## src/rtl/branch_recovery_ctrl.sv

```systemverilog
// Branch misprediction recovery sequencer: holds the oldest mispredicted branch,
// waits for it to commit, flushes speculative state, then redirects fetch.
module branch_recovery_ctrl #(
   parameter int unsigned ADDR_W       = 10,
   parameter int unsigned ROB_ID_W     = 4,
   parameter int unsigned FLUSH_CYCLES = 2
) (
   input  logic                clk,
   input  logic                rst,
   input  logic                miss_valid,
   input  logic [ROB_ID_W-1:0] miss_rob_id,
   input  logic [ADDR_W-1:0]   miss_dst,
   input  logic [ROB_ID_W-1:0] rob_head_id,
   input  logic                commit_valid,
   input  logic [ROB_ID_W-1:0] commit_rob_id,
   output logic                flush,
   output logic                stall_issue,
   output logic                redirect_valid,
   output logic [ADDR_W-1:0]   redirect_pc,
   input  logic                redirect_ready,
   output logic                busy
);

   typedef enum logic [1:0] {
      ST_IDLE,
      ST_ARMED,
      ST_FLUSH,
      ST_REDIRECT
   } state_t;

   localparam logic [3:0] FLUSH_LOAD = 4'(FLUSH_CYCLES - 1);

   state_t              state_q, state_d;
   logic [ROB_ID_W-1:0] held_id_q, held_id_d;
   logic [ADDR_W-1:0]   held_dst_q, held_dst_d;
   logic [3:0]          flush_cnt_q, flush_cnt_d;

   // Ages are distances from the ROB head, so wraparound of tags is handled naturally.
   logic [ROB_ID_W-1:0] miss_age, held_age;
   assign miss_age = miss_rob_id - rob_head_id;
   assign held_age = held_id_q - rob_head_id;

   always_ff @(posedge clk) begin
      if (rst) begin
         state_q     <= ST_IDLE;
         held_id_q   <= '0;
         held_dst_q  <= '0;
         flush_cnt_q <= '0;
      end else begin
         state_q     <= state_d;
         held_id_q   <= held_id_d;
         held_dst_q  <= held_dst_d;
         flush_cnt_q <= flush_cnt_d;
      end
   end

   always_comb begin
      state_d     = state_q;
      held_id_d   = held_id_q;
      held_dst_d  = held_dst_q;
      flush_cnt_d = flush_cnt_q;
      case (state_q)
         ST_IDLE: begin
            if (miss_valid) begin
               held_id_d  = miss_rob_id;
               held_dst_d = miss_dst;
               if (commit_valid && commit_rob_id == miss_rob_id) begin
                  state_d     = ST_FLUSH;
                  flush_cnt_d = FLUSH_LOAD;
               end else begin
                  state_d = ST_ARMED;
               end
            end
         end
         ST_ARMED: begin
            // A commit of the held branch takes priority over any concurrent miss.
            if (commit_valid && commit_rob_id == held_id_q) begin
               state_d     = ST_FLUSH;
               flush_cnt_d = FLUSH_LOAD;
            end else if (miss_valid && miss_age < held_age) begin
               held_id_d  = miss_rob_id;
               held_dst_d = miss_dst;
            end
         end
         ST_FLUSH: begin
            if (flush_cnt_q == 4'd0) state_d = ST_REDIRECT;
            else                     flush_cnt_d = flush_cnt_q - 4'd1;
         end
         ST_REDIRECT: begin
            if (redirect_ready) state_d = ST_IDLE;
         end
         default: state_d = ST_IDLE;
      endcase
   end

   always_comb begin
      flush          = (state_q == ST_FLUSH);
      stall_issue    = (state_q == ST_FLUSH) || (state_q == ST_REDIRECT);
      redirect_valid = (state_q == ST_REDIRECT);
      redirect_pc    = (state_q == ST_REDIRECT) ? held_dst_q : '0;
      busy           = (state_q != ST_IDLE);
   end

endmodule

```

## config.mk

```make
export PLATFORM = sky130hd
export DESIGN_NAME = branch_recovery_ctrl
export DESIGN_NICKNAME = d
export VERILOG_FILES = /design/src/rtl/branch_recovery_ctrl.sv
export SDC_FILE = /design/constraint.sdc
export NUM_CORES = 1
export LEC_CHECK = 0
export BUFFER_PORTS_ARGS = -buffer_cell sky130_fd_sc_hd__buf_2
export CORE_AREA = 3 3 55 57
export DETAILED_ROUTE_END_ITERATION = 16
export DIE_AREA = 0 0 58 60
export HOLD_SLACK_MARGIN = 0.02
export PLACE_DENSITY = 0.81
export SYNTH_ARGS = -nofsm -noshare
export SYNTH_HDL_FRONTEND = slang
export SYNTH_SLANG_ARGS = --single-unit
```

## constraint.sdc

```tcl
create_clock -name clk -period 7.3 [get_ports clk]
set_clock_uncertainty 0.15 [all_clocks]
set_input_delay 1.46 -clock clk [delete_from_list [all_inputs] [get_ports clk]]
set_output_delay 1.46 -clock clk [all_outputs]
set_load 0.05 [all_outputs]
```

**Word-level counts from Yosys, hierarchy flattened**

Index checks and enable logic that the tools add are counted.

- Bits of input ports: 27
- Bits in registers: 20
- Word-level logic and storage cells: 53
- Output and inout bits: 14

- Add/sub/neg operators: 3
- Mux-type cells: 20
- Reduce and logical (&&, ||, !) cells: 12
- $lt $le $gt $ge: 1
- Eq/ne operators: 13

Operators with widths:

| kind | number |
|---|---|
| 10-bit 2-to-1 mux | 4 |
| 4-bit 2-to-1 mux | 7 |
| 10-bit case mux with 2 select lines | 1 |
| 2-bit != test, second input constant | 6 |
| 4-bit case mux with 3 select lines | 1 |
| 2-bit 2-to-1 mux | 5 |
| 4-bit == test | 2 |
| 2-bit case mux with 4 select lines | 1 |
| 4-bit case mux with 2 select lines | 1 |
| 4-bit AND reduction | 2 |
| 4-bit subtractor | 2 |
| 5-bit AND reduction | 1 |
| 2-bit == test, second input constant | 2 |
| 4-bit zero test | 1 |
| 4-bit < comparator | 1 |
| 2-bit by 1-bit != test with 1-bit output, second input constant | 2 |
| 2-bit nonzero test | 2 |
| 4-bit by 1-bit subtractor with 4-bit output, second input constant | 1 |
| 1-bit logical AND | 3 |
| 3-bit nonzero test | 1 |
| 2-bit by 1-bit == test with 1-bit output, second input constant | 1 |
| 2-bit zero test | 1 |
| 1-bit logical OR | 1 |

**Logic depth before layout (Yosys ltp)**

- Word-level depth: 6
- Mapped depth: 13
- Gate-level depth less buffers: 12

**Worst setup path after synthesis**

OpenSTA, ideal clock, no wires.

- Path kind: input port to flip-flop
- Start point: in miss_rob_id[0]
- End point: reg held_dst_q[0]
- Data required time: 7.022 ns
- Arrival time: 3.630 ns
- Stages: 11
- Setup time: 0.128 ns
- Setup slack: 3.392 ns
- Buffers on the path: 1
- Cells stage by stage: inv_1 -> ha_1 -> fa_1 -> xnor2_1 -> ha_1 -> o21ai_0 -> a21oi_1 -> o41ai_4 -> buf_6 -> mux2i_1 -> nor2_1

- Word-level cells in the longest chain between the ends: 5

Ends and longest elaborated chain:

| element | line | text |
|---|---|---|
| from (decl) | 11 | `input logic [ROB_ID_W-1:0] miss_rob_id,` |
| 4-bit subtractor | 40 | `assign miss_age = miss_rob_id - rob_head_id;` |
| 4-bit < comparator | 80 | `end else if (miss_valid && miss_age < held_age) begin` |
| 1-bit logical AND | 80 |  |
| 2-bit != test (no line) | n/a |  |
| 4-bit AND reduction (no line) | n/a |  |
| to (signal assigned) | 52 | `held_dst_q <= held_dst_d;` |
| to (decl) | 35 | `logic [ADDR_W-1:0] held_dst_q, held_dst_d;` |

No other way between the ends.
A chain may end at the register's enable or synchronous reset.

**Worst setup path in the final report**

- Start point: in miss_rob_id[0]
- End point: reg held_id_q[0]

- Word-level cells in the longest chain between the ends: 5
- Elaborated cells on any way between the ends: 9
- Classes of those cells: 1 x add/sub; 1 x order compare; 1 x eq/ne; 4 x mux; 2 x reduce/logical

Ends and longest elaborated chain:

| element | line | text |
|---|---|---|
| 4-bit subtractor | 40 |  |
| 4-bit < comparator | 80 |  |
| 1-bit logical AND | 80 |  |
| 2-bit != test (no line) | n/a |  |
| 4-bit AND reduction (no line) | n/a |  |
| to (signal assigned) | 51 | `held_id_q <= held_id_d;` |
| to (decl) | 34 | `logic [ROB_ID_W-1:0] held_id_q, held_id_d;` |

Parallel ways exist; a longest one is shown, timed or not. The select of a mux whose other input is x is not followed.

==> metrics.yaml <==
run_status:
  outcome: "completed"
sta:
  rsz0062_at_grt: "no"
  setup_ws_ns: 3.017
  min_period_ns: 4.283
  max_freq_ghz: 0.2335
  worstMarginPinSlew_ns: 1.164
  finalCritPeriodShare_pct: 58.68
  fin_setup_tns_ns: 0
  hold_viol_final: 0
  finalSetupViolations: 0
  maxSlewViolCount: 0
  slew_headroom_pct: 22.16
power_and_ir_drop:
  peakVddDrop_mv: 0.2777
  p_leak_nw: 0.8189
  p_total_uw: 555.3
  power.density_nw_per_um2: 337.0
placed_design:
  preCtsSetupSlack_ns: 2.699
  dp_hpwl_mm: 2.337
  place_congestion: 0.8595
  io_buffers: 40
floorplan:
  die_width_um: 58
  die_y_um: 60
  rows: 18
  num_io_pins: 41
  die_area_um2: 3480
  initial_core_util_pct: 55.01
  core_um2: 2522
synth:
  synthCells: 159
  synth_xor_area_share_pct: 8.837
  yosys.cell_types.count: 33
  synthTopCellsByArea: "dfxtp_1, ha_1, mux2i_1, xnor2_1, inv_1"
  yosysSeqAreaShare_pct: 28.85
  synthAdderAreaFrac_pct: 15.51
  synthMuxAreaShare_pct: 10.10
  yosys.area_share.simple_pct: 17.04
  synth_area_per_cell_um2: 8.727
  synth_top_family_by_area: "simple AND/OR/NAND/NOR gates"
  synth-edff-count: 0
  synth_fp_nets: 202
  synth_top_area_share_pct: 28.85
  ys.warnings.count: 0
  syn_area_um2: 1388
  synth_flop_cell: "dfxtp_1"
  synth_seq_cells: 20
  synth_top_cell_by_area: "dfxtp_1"
  synth_compound_area_share_pct: 12.62
  synth-async-reset-ratio_pct: 0
routing:
  dr.pass1.iters: 4
  wl_per_cell_um: 12.88
  routed_via_density: 5.233
  vias: 1188
  ant_nets: 0
  drt_wl_total_mm: 2.923
  drc: 0
  drtIter0Drc: 21
cells_and_area:
  nets: 241
  regArea_um2: 400.4
  antennaDiodeCount: 0
  syn_to_final_growth_pct: 18.76
  fillerInstances: 222
  layout_common_cells: "buf_2, dfxtp_1, inv_1, nor2_1"
  drive_gt1_share_pct: 23.86
  multi_input_area_um2: 889.6
  mostFrequentLayoutCell: "buf_2"
setup_path:
  reg2reg_slack_ns: 3.94
  critical_path.max_fanout: 14
  arrival_ns: 4.33
  r2r_end: "held_id_q[0]$_SDFFE_PP0P_"
  rr_worst_depth: 11
  cp-startpoint: "miss_rob_id[0]"
  startpoint_type: "input pin"
  cp-end-kind: "flip-flop"
  timing.rr.start: "held_id_q[0]$_SDFFE_PP0P_"
  worstPathRequired_ns: 7.35
  worstSetupPathType: "in -> reg"
clock_network:
  clk_pin_slew_ns: 0.12
  cts-root-buf: "clkbuf_4"
  clk_path_buf_depth: 2
  cts_hold_buf: 0
  htreeDepth: 1
  postCtsSetupBuffers: 0
  tritoncts.num_buffers: 3
  insertion_delay_ns: 0.30
  cts_tree: "done"
  cts_resized: 0
  cts_sinks: 20
global_routing:
  overflow: 0
  track_usage_pct: 18.39
  grt_pass1_wl_mm: 5.023
  first_global_vias: 1152
  grt_max_degree: 23
  antenna_found_initial: 0
hold_path:
  min-delay-path-class: "reg -> reg"
  min_path_cells: 2
  hold_end: "flush_cnt_q[1]$_SDFFE_PP0P_"
  hp-start: "flush_cnt_q[1]$_SDFFE_PP0P_"
job:
  drv_cap: 0
synth_stat cells (2+ instances only):
library cell  instances
o21ai_0               6
xor2_1                4
nor2_1               18
xnor2_1              10
and2_1               10
fa_1                  2
nor3_1                2
nand2b_1              4
ha_1                 14
nand3b_1              2
inv_1                18
a21o_1                2
a21oi_1               6
or2_2                 2
nand2_1               4
clkbuf_1              5
nand3_1               2
dfxtp_1              20
mux2i_1              14
power by group:
| part | internal (mW) | switching, mW |
|---|---|---|
| clock | 0.0555 | 0.0356 |
| combinational | 0.125 | 0.180 |
| sequential | 0.138 | 0.0206 |
| total | 0.319 | 0.236 |
worst max path at each step:
stage	to	slack, ns	cells past startpoint
2_1_floorplan	held_dst_q[0]$_SDFFE_PP0P_	3.39	11
3_3_place_gp	held_dst_q[1]$_SDFFE_PP0P_	2.85	12
3_5_place_dp	held_id_q[0]$_SDFFE_PP0P_	2.70	11
4_1_cts	held_id_q[0]$_SDFFE_PP0P_	3.02	11
5_1_grt	held_id_q[3]$_SDFFE_PP0P_	2.85	11
6_report	held_id_q[0]$_SDFFE_PP0P_	3.02	11
registers in the layout, indices dropped and copies added, names as in the netlist:
| register | flops |
|---|---|
| flush_cnt_q | 4 |
| held_id_q | 4 |
| state_q | 2 |
| held_dst_q | 10 |
logic make-up after synthesis:
family	after synthesis
adder cells (fa/ha/maj)	16
XOR/XNOR	14
AO/OA/AOI/OAI	24
multiplexers	14
AND/OR/NAND/NOR	47
flip-flops	20
buffers and inverters	24
metal layers:
metal  vias to the layer above  share of wire (%)  track usage (%)
li1                        604                  -                -
met1                       555                 42            21.58
met2                        25                 52            34.19
met3                         4                4.7            2.592
met4                         0               0.96            5.960
met5                         -                  0                0
worst max-delay path, cell delays in order:
cell and delay, ns:
buf_2 0.11, inv_1 0.05, ha_1 0.22, fa_1 0.39, xnor2_1 0.14, ha_1 0.29
o21ai_0 0.18, a21oi_1 0.10, o41ai_4 1.04, mux2i_1 0.30, nor2_1 0.05
through the flow:
| stage | instance area [µm²] | util, % | hold slack (ns) | std cells |
|---|---|---|---|---|
| 6_report | 1648 | 65.33 | 0.3280 | 227 |
| 5_1_grt | 1648 | 65.33 | 0.3400 | 227 |
| 4_1_cts | 1648 | 65.33 | 0.3251 | 227 |
| 3_5_place_dp | 1595 | 63.24 | 0.3087 | 223 |
| 3_3_place_gp | 1595 | 63.24 | 0.2987 | 223 |
| 2_1_floorplan | 1388 | - | 0.2862 | 159 |
layout make-up:
class | count | share of cell area, %
clock buffer | 3 | 1.367
multi-input combinational | 115 | 53.99
sequential | 20 | 24.30
inverter | 18 | 4.100
timing repair buffer | 40 | 12.15
tap | 30 | 2.278
clock inverter | 1 | 1.822
No activity file was read; power rests on OpenSTA's default activity.
